--- src/rtl/fu_issue_scheduler_if.sv ---
// Issue-port, functional-unit and result-bus signals shared between the
// reservation stations and the multi-cycle FU scheduler.
interface fu_issue_scheduler_if #(
    parameter int NUM_REQ   = 4,
    parameter int ROB_IDX_W = 3,
    parameter int LAT_W     = 4
);
    logic [NUM_REQ-1:0]                req_valid;
    logic [NUM_REQ-1:0][ROB_IDX_W-1:0] req_rob_idx;
    logic [NUM_REQ-1:0][LAT_W-1:0]     req_latency;
    logic                              flush;
    logic                              cdb_ready;

    logic [NUM_REQ-1:0]                req_grant;
    logic                              fu_start;
    logic [ROB_IDX_W-1:0]              fu_rob_idx;
    logic                              fu_busy;
    logic                              cdb_valid;
    logic [ROB_IDX_W-1:0]              cdb_rob_idx;

    modport master (
        output req_valid, req_rob_idx, req_latency, flush, cdb_ready,
        input  req_grant, fu_start, fu_rob_idx, fu_busy, cdb_valid, cdb_rob_idx
    );

    modport slave (
        input  req_valid, req_rob_idx, req_latency, flush, cdb_ready,
        output req_grant, fu_start, fu_rob_idx, fu_busy, cdb_valid, cdb_rob_idx
    );
endinterface

--- src/rtl/fu_issue_scheduler.sv ---
// Round-robin issue of ready ops onto one shared multi-cycle FU, with a latency
// down-counter and a backpressured completion broadcast on the result bus.
module fu_issue_scheduler #(
    parameter int NUM_REQ   = 4,
    parameter int ROB_IDX_W = 3,
    parameter int LAT_W     = 4
) (
    input logic                  clk,
    input logic                  rst,
    fu_issue_scheduler_if.slave  bus
);
    localparam int PTR_W = (NUM_REQ > 1) ? $clog2(NUM_REQ) : 1;

    typedef enum logic [1:0] {
        IDLE = 2'd0,
        BUSY = 2'd1,
        DONE = 2'd2
    } state_t;

    state_t               state, next_state;
    logic [PTR_W-1:0]     rr_ptr, next_rr_ptr;
    logic [LAT_W-1:0]     cnt, next_cnt;
    logic [ROB_IDX_W-1:0] tag, next_tag;

    logic                 arb_en;
    logic                 win_found;
    logic [PTR_W-1:0]     win_idx;
    logic                 grant_any;
    logic [NUM_REQ-1:0]   grant;
    logic [LAT_W-1:0]     win_lat;
    logic [LAT_W-1:0]     load_cnt;
    logic [ROB_IDX_W-1:0] win_rob;

    // Arbitration is closed while reset is held so no grant escapes combinationally.
    assign arb_en = rst && !bus.flush &&
                    ((state == IDLE) || ((state == DONE) && bus.cdb_ready));

    // First valid requester at or after rr_ptr, wrapping modulo NUM_REQ.
    always_comb begin
        int               cand;
        logic [PTR_W-1:0] cand_idx;
        win_found = 1'b0;
        win_idx   = '0;
        cand      = 0;
        cand_idx  = '0;
        for (int k = 0; k < NUM_REQ; k++) begin
            cand     = (int'(rr_ptr) + k) % NUM_REQ;
            cand_idx = PTR_W'(cand);
            if (!win_found && bus.req_valid[cand_idx]) begin
                win_found = 1'b1;
                win_idx   = cand_idx;
            end
        end
    end

    assign grant_any = arb_en && win_found;
    assign grant     = grant_any ? ({{(NUM_REQ-1){1'b0}}, 1'b1} << win_idx) : '0;
    assign win_lat   = bus.req_latency[win_idx];
    assign load_cnt  = (win_lat == '0) ? LAT_W'(1) : win_lat;
    assign win_rob   = bus.req_rob_idx[win_idx];

    always_comb begin
        next_state  = state;
        next_cnt    = cnt;
        next_tag    = tag;
        next_rr_ptr = rr_ptr;
        if (bus.flush) begin
            next_state = IDLE;
            next_cnt   = '0;
        end else begin
            case (state)
                IDLE: next_state = IDLE;
                BUSY: begin
                    next_cnt = cnt - 1'b1;
                    if (cnt <= LAT_W'(1)) begin
                        next_state = DONE;
                    end
                end
                DONE: begin
                    if (bus.cdb_ready) begin
                        next_state = IDLE;
                    end
                end
                default: next_state = IDLE;
            endcase
            // A grant in DONE overlaps the broadcast with the next launch.
            if (grant_any) begin
                next_state = BUSY;
                next_cnt   = load_cnt;
                next_tag   = win_rob;
                if (int'(win_idx) == NUM_REQ - 1) begin
                    next_rr_ptr = '0;
                end else begin
                    next_rr_ptr = win_idx + 1'b1;
                end
            end
        end
    end

    always_ff @(posedge clk or negedge rst) begin
        if (!rst) begin
            state  <= IDLE;
            rr_ptr <= '0;
            cnt    <= '0;
            tag    <= '0;
        end else begin
            state  <= next_state;
            rr_ptr <= next_rr_ptr;
            cnt    <= next_cnt;
            tag    <= next_tag;
        end
    end

    assign bus.req_grant   = grant;
    assign bus.fu_start    = grant_any;
    assign bus.fu_rob_idx  = grant_any ? win_rob : tag;
    assign bus.fu_busy     = (state != IDLE);
    assign bus.cdb_valid   = (state == DONE);
    assign bus.cdb_rob_idx = (state == DONE) ? tag : '0;
endmodule

--- src/flat_wrapper.sv ---
// flat-port wrapper written by rule: the top's interface ports become plain ports
module fu_issue_scheduler_flat 
#(
    parameter int NUM_REQ   = 4,
    parameter int ROB_IDX_W = 3,
    parameter int LAT_W     = 4
)
  (clk, rst, bus_req_valid, bus_req_rob_idx, bus_req_latency, bus_flush, bus_cdb_ready, bus_req_grant, bus_fu_start, bus_fu_rob_idx, bus_fu_busy, bus_cdb_valid, bus_cdb_rob_idx);
  fu_issue_scheduler_if #(.NUM_REQ(NUM_REQ), .ROB_IDX_W(ROB_IDX_W), .LAT_W(LAT_W)) bus_i ();
  input logic clk;
  input logic rst;
  input wire logic [$bits(bus_i.req_valid)-1:0] bus_req_valid;
  input wire logic [$bits(bus_i.req_rob_idx)-1:0] bus_req_rob_idx;
  input wire logic [$bits(bus_i.req_latency)-1:0] bus_req_latency;
  input wire logic [$bits(bus_i.flush)-1:0] bus_flush;
  input wire logic [$bits(bus_i.cdb_ready)-1:0] bus_cdb_ready;
  output wire logic [$bits(bus_i.req_grant)-1:0] bus_req_grant;
  output wire logic [$bits(bus_i.fu_start)-1:0] bus_fu_start;
  output wire logic [$bits(bus_i.fu_rob_idx)-1:0] bus_fu_rob_idx;
  output wire logic [$bits(bus_i.fu_busy)-1:0] bus_fu_busy;
  output wire logic [$bits(bus_i.cdb_valid)-1:0] bus_cdb_valid;
  output wire logic [$bits(bus_i.cdb_rob_idx)-1:0] bus_cdb_rob_idx;
  assign bus_i.req_valid = bus_req_valid;
  assign bus_i.req_rob_idx = bus_req_rob_idx;
  assign bus_i.req_latency = bus_req_latency;
  assign bus_i.flush = bus_flush;
  assign bus_i.cdb_ready = bus_cdb_ready;
  assign bus_req_grant = bus_i.req_grant;
  assign bus_fu_start = bus_i.fu_start;
  assign bus_fu_rob_idx = bus_i.fu_rob_idx;
  assign bus_fu_busy = bus_i.fu_busy;
  assign bus_cdb_valid = bus_i.cdb_valid;
  assign bus_cdb_rob_idx = bus_i.cdb_rob_idx;
  fu_issue_scheduler #(.NUM_REQ(NUM_REQ), .ROB_IDX_W(ROB_IDX_W), .LAT_W(LAT_W)) u_core (.clk(clk), .rst(rst), .bus(bus_i));
endmodule
--- config.mk ---
export PLATFORM = sky130hd
export DESIGN_NAME = fu_issue_scheduler_flat
export DESIGN_NICKNAME = d
export VERILOG_FILES = /design/src/rtl/fu_issue_scheduler_if.sv /design/src/rtl/fu_issue_scheduler.sv /design/src/flat_wrapper.sv
export SDC_FILE = /design/constraint.sdc
export NUM_CORES = 1
export LEC_CHECK = 0
export BUFFER_PORTS_ARGS = -buffer_cell sky130_fd_sc_hd__buf_4
export CAP_MARGIN = 25
export CORE_UTILIZATION = 45
export CTS_BUF_LIST = sky130_fd_sc_hd__clkbuf_8
export DETAILED_ROUTE_END_ITERATION = 10
export PLACE_DENSITY = 0.79
export SETUP_SLACK_MARGIN = 0.2
export SYNTH_ARGS = -nofsm -noshare
export SYNTH_HDL_FRONTEND = slang
export SYNTH_SLANG_ARGS = --single-unit
--- constraint.sdc ---
create_clock -name clk -period 2.3 [get_ports clk]
set_input_delay 0 -clock clk [delete_from_list [all_inputs] [get_ports clk]]
set_output_delay 0 -clock clk [all_outputs]
set_load 0.005 [all_outputs]
==> impl_metrics.ini <==
[outcome]
status = complete, no violations

[worst_setup_path]
worstPathRequired_ns = 2.42
worstPathMaxFanout = 6
regToRegSetupSlack_ns = 0.28
reg2reg_depth = 6
r2r_start = u_core.rr_ptr[1]
criticalPathCategory = reg2reg
crit_path_end_kind = register
start_kind = register
timing.rr.end = u_core.cnt[0]
cp.arrival_ns = 2.14

[timing]
worst_pin_slew_ns = 0.3360
fmax_mhz = 494.5
hold_viol_final = 0
fin_crit_sh_pct = 87.93
finalMaxSlewViolations = 0
setup_viol = 0
whs_ns = 0.1480
rsz0062_at_grt = yes
skew_ns = 0.001283
worst_slack_ns = 0.2777
slew_headroom_pct = 77.53
period_minus_slack_ns = 2.022
setup_tns_ns = 0

[floorplanning]
initial_core_util_pct = 47.79
num_rows = 17
die_x_um = 50.70
fp.dieH_um = 50.70
dieArea_um2 = 2570
boundaryPins = 49
core_area_um2 = 2233

[yosys]
synth_nets = 157
ys_seq_area_share_pct = 25.79
synth_top_area_share_pct = 25.79
ys_types = 37
synthTopCellsByCount = 12 x mux2i_1, 11 x dfrtp_1, 9 x nand2_1
synth.area.top_cells = dfrtp_1 26%, mux2i_1 11%, ha_1 7.0%
synthesis.area_um2 = 1067
syn_inst = 115
synth-edff-count = 0
ys_ff_latch = 11
yosysMostFrequentCell = mux2i_1
async_reset_ff_share_pct = 100.0
avgSynthCellArea_um2 = 9.281
yosysWarningCount = 0
synth_area_leader_cell = dfrtp_1
synth_flop_cell = dfrtp_1

[placed_design]
post-dp-hpwl_um = 2004
portBuffers = 48
place_ws_ns = 0.2721
gp_congestion = 0.7729
placed_area_um2 = 1444

[power]
ir_worst_vdd_mv = 0.9048
p_leak_nw = 0.7984
power.density_nw_per_um2 = 933.5
p_total_mw = 1.491

[global_routing]
grt_pass1_vias = 1056
grt_pass1_wl_um = 4340
grt_max_degree = 18
antenna_found_initial = 0
grt-ovfl-total = 0
grtUsageTotal_pct = 22.41

[clock_tree]
numCtsBuffers = 3
ctsHtreeMaxLevel = 1
clk_latency_ns = 0.23
cts.clk_slew.worst_paths_ns = 0.05
root_buffer = clkbuf_8
clock_path_buffers = 2
cts_tree = done
cts.sinks = 11

[run]
timing.max_cap.violations = 0

[final_layout]
area_delta_synth_final_pct = 49.71
layout.nets = 220
design_area_um2 = 1598
diodes = 0
drive_gt1_share_pct = 45.20

[drt]
wl_per_cell_um = 13.32
drt_wl_total_um = 2730
routed_via_density = 5.254
ant_nets = 0
vias = 1077
drt_iter0_drc = 13
drtPass1Iterations = 4
drc = 0

[hold_path]
hold_class = in2async
-- worst max-delay path, stage by stage (launching register included) --
cell     delay (ns)
dfrtp_2        0.44
nor2b_4        0.15
o21a_1         0.19
nor3_4         0.32
buf_4          0.21
mux2_2         0.36
a41o_1         0.23
-- layout by cell type, fill, tap and decap left out, types with 5 or more instances in the layout --
cell type   n
ha_1        6
and2_1      8
mux2i_1    12
buf_4      58
inv_1       6
dfrtp_1    10
a21oi_1     5
nand2_1     9
nor2_1      8
-- logic make-up (layout without fill, tap and decap cells) --
group	after synthesis	in the layout	synth area share [%]
and+or+nand+nor	39	39	23.21
buffers and inverters	9	71	4.220
DFF	11	11	25.79
muxes	18	18	17.58
xor gates and xnor gates	1	1	0.8208
adders and majority gates	6	6	7.034
AOI/OAI and AO/OA	31	31	21.34
-- where the power goes --
group	total (mW)	switching, mW	internal, mW
combinational	0.951	0.441	0.510
clock	0.188	0.0707	0.117
sequential	0.353	0.0748	0.278
-- routing by layer --
layer / wire length (um) / vias up / global-route usage [%]
met5: 0 / - / 0
met1: 1059 / 492 / 23.45
met3: 120 / 2 / 4.848
met2: 1544 / 39 / 46.22
li1: - / 544 / -
met4: 5 / 0 / 1.389
-- cell type report --
type | instances | area, um^2
Multi-Input combinational cell | 95 | 759.5
Clock buffer | 3 | 41.29
Clock inverter | 1 | 3.754
Tap cell | 28 | 35.03
Inverter | 7 | 26.28
Sequential cell | 11 | 276.5
Fill cell | 184 | 635.6
Timing Repair Buffer | 60 | 455.4
-- what timing repair did --
| item | in CTS | in global routing |
|---|---|---|
| endpoints found under the setup margin | 3 | 6 |
| cloned | 0 | 0 |
| pin swaps | 2 | 3 |
| endpoints found under the hold margin | 14 | 0 |
| gates resized for setup | 0 | 4 |
| hold buffers | 2 | 0 |
| setup buffers | 3 | 7 |
-- state kept, by name, indices dropped and copies added (netlist names) --
name,cells
u_core.tag,3
u_core.cnt,4
u_core.rr_ptr,2
u_core.state,2
-- through the flow --
step,cells,util (%)
global route,205,71.54
global placement,189,64.65
CTS,198,68.57
detailed placement,189,64.65
floorplan,115,-
finish,205,71.54
-- worst max path at each step --
stage                                start           endpoint  slack [ns]  depth (start not counted)
after floorplan           u_core.rr_ptr[1]      u_core.cnt[0]        0.43                          5
after global placement    u_core.rr_ptr[1]      u_core.cnt[0]        0.35                          5
final                     u_core.rr_ptr[1]      u_core.cnt[0]        0.28                          6
after global routing      u_core.rr_ptr[0]  bus_fu_rob_idx[1]        0.19                          7
after detailed placement  u_core.rr_ptr[1]      u_core.cnt[0]        0.27                          5
after CTS                 u_core.rr_ptr[1]  bus_fu_rob_idx[2]        0.20                          7
Note: power is estimated with default switching activity, not from simulation.
